$ cat src/rtl/regfile_sb.sv
// Register file with a per-register busy (scoreboard) bit and a running count of busy registers.
// Define REGFILE_BYPASS_EN to forward same-cycle writeback data and clear busy on the read path.
module regfile_sb #(
    parameter int XLEN = 32,
    parameter int NREG = 32,
    parameter int NRP  = 2,
    localparam int AW  = $clog2(NREG)
) (
    input  logic                clk,
    input  logic                rst,
    input  logic [NRP-1:0]      rd_en,
    input  logic [NRP*AW-1:0]   rd_addr,
    output logic [NRP*XLEN-1:0] rd_data,
    output logic [NRP-1:0]      rd_busy,
    input  logic                rsv_en,
    input  logic [AW-1:0]       rsv_addr,
    input  logic                wb_en,
    input  logic [AW-1:0]       wb_addr,
    input  logic [XLEN-1:0]     wb_data,
    input  logic                flush,
    output logic [AW:0]         busy_cnt
);

    logic [XLEN-1:0] mem [NREG];
    logic [NREG-1:0] busy;
    logic [NREG-1:0] busy_next;
    logic [AW:0]     cnt_next;
    logic            wb_hit;
    logic            rsv_hit;
    logic            cnt_inc;
    logic            cnt_dec;

    assign wb_hit  = wb_en && (wb_addr != '0);
    assign rsv_hit = rsv_en && (rsv_addr != '0);

    // Reserve is applied after writeback so it wins on a same-address collision.
    always_comb begin
        busy_next = busy;
        if (wb_hit)
            busy_next[wb_addr] = 1'b0;
        if (rsv_hit)
            busy_next[rsv_addr] = 1'b1;
        if (flush)
            busy_next = '0;
    end

    // At most one bit can rise and one can fall per cycle, so +1/-1 tracking stays exact.
    always_comb begin
        cnt_inc  = rsv_hit && !busy[rsv_addr];
        cnt_dec  = wb_hit && busy[wb_addr] && !(rsv_hit && (rsv_addr == wb_addr));
        cnt_next = busy_cnt + (AW+1)'(cnt_inc) - (AW+1)'(cnt_dec);
        if (flush)
            cnt_next = '0;
    end

    always_ff @(posedge clk) begin
        if (rst) begin
            for (int i = 0; i < NREG; i++)
                mem[i] <= '0;
            busy     <= '0;
            busy_cnt <= '0;
        end else begin
            if (wb_hit)
                mem[wb_addr] <= wb_data;
            busy     <= busy_next;
            busy_cnt <= cnt_next;
        end
    end

    for (genvar k = 0; k < NRP; k++) begin : g_rd
        logic [AW-1:0]   addr;
        logic [XLEN-1:0] data;
        logic            bsy;

        assign addr = rd_addr[k*AW +: AW];

        always_comb begin
            data = '0;
            bsy  = 1'b0;
            if (rd_en[k] && (addr != '0)) begin
`ifdef REGFILE_BYPASS_EN
                if (wb_hit && (wb_addr == addr)) begin
                    data = wb_data;
                    bsy  = 1'b0;
                end else begin
                    data = mem[addr];
                    bsy  = busy[addr];
                end
`else
                data = mem[addr];
                bsy  = busy[addr];
`endif
            end
        end

        assign rd_data[k*XLEN +: XLEN] = data;
        assign rd_busy[k]              = bsy;
    end

endmodule

$ cat config.mk
export PLATFORM = sky130hd
export DESIGN_NAME = regfile_sb
export DESIGN_NICKNAME = d
export VERILOG_FILES = /design/src/rtl/regfile_sb.sv
export SDC_FILE = /design/constraint.sdc
export NUM_CORES = 2
export LEC_CHECK = 0
export CORE_ASPECT_RATIO = 0.8
export CORE_MARGIN = 2
export CORE_UTILIZATION = 56
export DETAILED_ROUTE_END_ITERATION = 8
export DONT_BUFFER_PORTS = 1
export HOLD_SLACK_MARGIN = 0.03
export MAX_ROUTING_LAYER = met4
export PLACE_DENSITY = 0.7
export SYNTH_ARGS = -nofsm -noshare
export SYNTH_HDL_FRONTEND = slang
export SYNTH_SLANG_ARGS = --single-unit
$ cat constraint.sdc
create_clock -name clk -period 7.3 [get_ports clk]
set_clock_uncertainty 0.05 [all_clocks]
set_input_delay 1.46 -clock clk [delete_from_list [all_inputs] [get_ports clk]]
set_output_delay 1.46 -clock clk [all_outputs]
set_load 0.05 [all_outputs]
---- Word-level counts from Yosys, hierarchy flattened ----
Memories as Yosys holds them, arrays and structs flattened.
Cells that the tools add are included.
word-level totals
  memories ................................ 1
  output and inout bits ................... 72
  logic and storage cells ................. 59
  bits in registers ....................... 38
  bits of input ports ..................... 59
  memory bits (writable) .................. 1024
memories
  name  depth  bits a word  rd ports  clocked after Yosys merged registers in  wr ports  RTL line  RTL
  mem   32     32           2         0                                        32        24        logic [XLEN-1:0] mem [NREG];
cells by class
  add/sub/neg operators ................... 2
  bitwise operators ....................... 3
  multiplexer cells ....................... 26
  reduce and logical (&&, ||, !) cells .... 18
  order comparisons ....................... 6
  equal/unequal tests ..................... 1
operators by type and width
  cell                count
  $mux 32             5
  $and 32x32->32      1
  $not 32->32         1
  $or 32x32->32       1
  $reduce_or 32->1    1
  $lt 5x6->1 const B  4
  $bmux 1 s5          4
  $reduce_bool 5->1   4
  $mux 1              14
  $demux 1 s5         2
  $ge 5x1->1 const B  2
  $logic_and 1x1->1   10
  $add 6x1->6         1
  $sub 6x1->6         1
  $eq 5x5->1          1
  $mux 5              1
  $logic_not 1->1     2
  $reduce_or 2->1     1

---- Longest topological paths before layout ----
  depth in word-level cells ............... 9
  mapped depth ............................ 14
  mapped depth without buffers ............ 12

---- Least setup slack after synthesis ----
OpenSTA, ideal clock, no wires.
  kind .................................... input -> output
  from .................................... input port rd_addr[6]
  to ...................................... output port rd_data[52]
  cell stages on the path ................. 7
  setup slack ............................. 1.968 ns
  data arrival time ....................... 3.822 ns
  path through ............................ buf_2 > or3b_2 > clkbuf_2 > clkbuf_1 > o22ai_1 > a2111oi_2 > a211oi_1
between the ends
  cells in the longest elaborated chain, start to end .. 3
  elaborated cells between the ends (all ways) .. 4
  those cells by class .................... 1 x mux; 2 x reduce/logical; 1 x memory
RTL lines
  what                                                   RTL line  RTL
  from (decl)                                            12        input logic [NRP*AW-1:0] rd_addr,
  branches (longest 2 deep; another with $mem_v2 32x32)  -
  $mux 32 *                                              80        if (rd_en[k] && (addr != '0)) begin
  to (decl)                                              13        output logic [NRP*XLEN-1:0] rd_data,
Every way passes the cells marked *.

---- Final worst setup path ----
  from .................................... input port rd_addr[0]
  to ...................................... output port rd_data[21]
The elaborated chain is that of the path after synthesis.

==> reports/metrics.yaml <==
floorplan:
  core_area_sq_um: 101000
  std_cell_rows: 104
  die_area_sq_um: 104000
  dieWidth_microns: 360
  die_h_microns: 289
  io_pins: 131
  initial_core_util: 0.565
critical_path:
  critical_path_required_ns: 5.79
  crit_fanout: 330
  crit_arrival_ns: 4.68
  r2r-start: "busy[31]"
  worstSetupPathType: "in2out"
  r2r_end: "busy_cnt[4]"
  cpPeakStageDelay_ns: 1.15
  path_depth: 4
  cp-start-kind: "input port"
  critPathSlowestCell: "mux4_2"
  reg2reg_slack_ns: 4.02
  r2r_cells: 12
  worstSetupStartpoint: "rd_addr[0]"
  cp-endpoint: "rd_data[21]"
  cp_top_family: "multiplexers"
  path_cells: "mux4_2 -> a22o_1 -> a2111oi_1 -> nor3_2"
  crit_path_end_kind: "primary output"
  cp_num_buf_inv: 0
global_route:
  use_met2: 0.516
  grt_max_degree: 332
  grt_pass1_vias: 35796
  grt_pass1_wl_microns: 252000
  met3_usage: 0.0780
  grtUsageMet1: 0.478
  grt_overflow: 0
  busiest_layer: "met2"
  antenna_found_initial: 1
  grt_util_all_layers: 0.348
yosys:
  netlist.top_cell.by_area: "edfxtp_1"
  syn_avg_cell_area_sq_um: 14.5
  synth_warnings: 0
  synth_edf_count: 1024
  ys_top_cells_by_area: "edfxtp_1 54%, mux4_2 16%, and2_1 11%"
  synth_top_area_frac: 0.541
  synth_flop_cell: "edfxtp_1"
  syn_inst: 3912
  ys_seq_area_frac: 0.554
  syn_area_sq_um: 56900
  synth_async_sr_flop_share: 0
  yosysUniqueCellTypes: 52
  ys_seq_elements: 1062
place:
  gp_congestion: 0.938
  place_hpwl_microns: 101000
  io_buffers: 0
  place_area_sq_um: 58300
clock_tree:
  post-cts-setup-buffers: 0
  cts_resized: 0
  clock-sinks: 1062
  clkSlewWorstSetupHoldPaths_ns: 0.06
  clock_latency_ns: 0.71
  tritoncts: "yes"
  root_buffer: "clkbuf_16"
  cts_max_level: 3
  ctsHoldBuffers: 0
  numCtsBuffers: 104
  cts_buffer_depth: 3
timing:
  finalCriticalPeriod_ns: 6.19
  rsz0062_at_grt: "no"
  hold_viol_final: 0
  setup_viol: 0
  fin_crit_sh: 0.848
  finalSetupTns_ns: 0
  maxSlewViolCount: 138
  worstMarginPinSlew_ns: 1.93
  max_freq_mhz: 161
  slew_headroom: -0.285
status:
  outcome: "complete, but fails checks"
  violations: "max-slew violations"
detailed_routing:
  routedWlPerCell_microns: 34.2
  dr.pass1.iters: 5
  wl_microns: 175000
  first_iter_violations: 4910
  antenna_left: 0
  num_vias: 35770
  avgViaCountPerCell: 7.00
  route.detailed.drc: 0
power:
  powerDensity_nw_per_um2: 225
  p_leak_nw: 20.8
  ir_drop_mv: 0.193
layout:
  fin_nets: 3768
  stdcell_area_sq_um: 61500
  nFillCells: 7382
  area_growth_pct: 8.05
  final_layout_size_suffix_gt1_frac: 0.216
  multi_input_area_sq_um: 24400
  ff_latch_area_sq_um: 31500
run:
  maxCapViolCount: 0
worst_hold_path:
  hp-class: "reg2reg"
## area by class of cell
class	count	share of cell area
inverters	6	0.000366
clock inverters	60	0.00597
well taps	1325	0.0270
flip-flops and latches	1062	0.513
multi-input cells	2441	0.397
diodes	1	0.0000407
repair buffers	87	0.0110
clock buffers	131	0.0454
## how the worst min path moves through the flow
stage,from,to,slack (ns),cells after the start
2_1_floorplan,busy[14],busy[14],0.43,2
6_report,busy[28],busy[28],0.47,2
4_1_cts,busy[28],busy[28],0.47,2
3_3_place_gp,busy[28],busy[28],0.45,2
5_1_grt,busy[22],busy[22],0.50,2
3_5_place_dp,busy[28],busy[28],0.46,2
## state kept, by name, summed over array words and instances, names as in the netlist
| signal | count |
|---|---|
| busy_cnt | 6 |
| mem | 1024 |
| busy | 32 |
## synth_stat cells, drive strengths merged, types with 3 or more instances
cell type  count
buf          115
o21ai         29
a21o           5
nor3          39
nand2         43
and2         998
a22oi         36
or3            4
nand3b         8
o22ai         66
nor2b         12
o211ai         3
dfxtp         38
mux4         413
a2111oi       66
a21oi         64
a22o          99
o21bai        27
xnor2          7
inv            6
edfxtp      1024
ha             6
nor2          45
a211oi        65
or3b           5
o221ai        65
mux2i        264
nand3         10
clkbuf       319
nand2b         7
nor3b          4
## cell families after synthesis
kind of cell | after synthesis | synth area share
simple gates | 1182 | 0.126
flops | 1062 | 0.554
mux | 677 | 0.210
compound gates | 534 | 0.0729
buf+inv | 440 | 0.0342
xor+xnor | 9 | 0.00139
fa+ha+maj | 7 | 0.00167
other cells | 1 | 0.0000659
## stage by stage
stage                     cells  setup WS, ns  hold slack (ns)  utilization  power (mW)
final                      5113          1.11            0.475        0.611        13.8
after global routing       5112          1.57            0.499        0.611        14.1
after CTS                  5112          1.68            0.470        0.611        13.8
after detailed placement   4921          1.68            0.462        0.580        8.74
after global placement     4921          1.68            0.451        0.580        8.70
after floorplan            3943          1.97            0.430            -        8.43
## power breakdown
part | internal [mW] | total (mW) | switching [mW]
logic | 0.640 | 1.47 | 0.834
registers | 7.01 | 7.18 | 0.167
clock network | 2.80 | 5.17 | 2.37
total | 10.5 | 13.8 | 3.37
## metal layers
metal / wire (microns) / up-vias / share of wire
met3: 20300 / 378 / 0.12
met2: 79500 / 2246 / 0.46
met4: 7020 / 0 / 0.040
li1: - / 14725 / -
met1: 67800 / 18421 / 0.39
met5: 0 / - / 0
## worst register-to-register path, stage by stage, from the launching register on
cell	delay (ns)
dfxtp_1	0.35
mux4_2	0.50
a22o_1	0.25
nor3_1	0.26
a31oi_1	0.19
ha_1	0.32
inv_1	0.04
ha_1	0.20
fa_1	0.44
a21o_1	0.18
a21oi_1	0.17
xor2_1	0.16
nor2_1	0.05
## placed cells by master (no fill, tap or decap), types with 42 or more instances in the layout
master and n:
mux4_2 413, o221ai_1 65, buf_4 85, o22ai_1 66
mux2i_1 264, and2_1 996, clkbuf_16 107, nand2_1 42
edfxtp_1 1024, a22o_1 99, a21oi_1 64
Note: power is estimated with default switching activity, not from simulation.
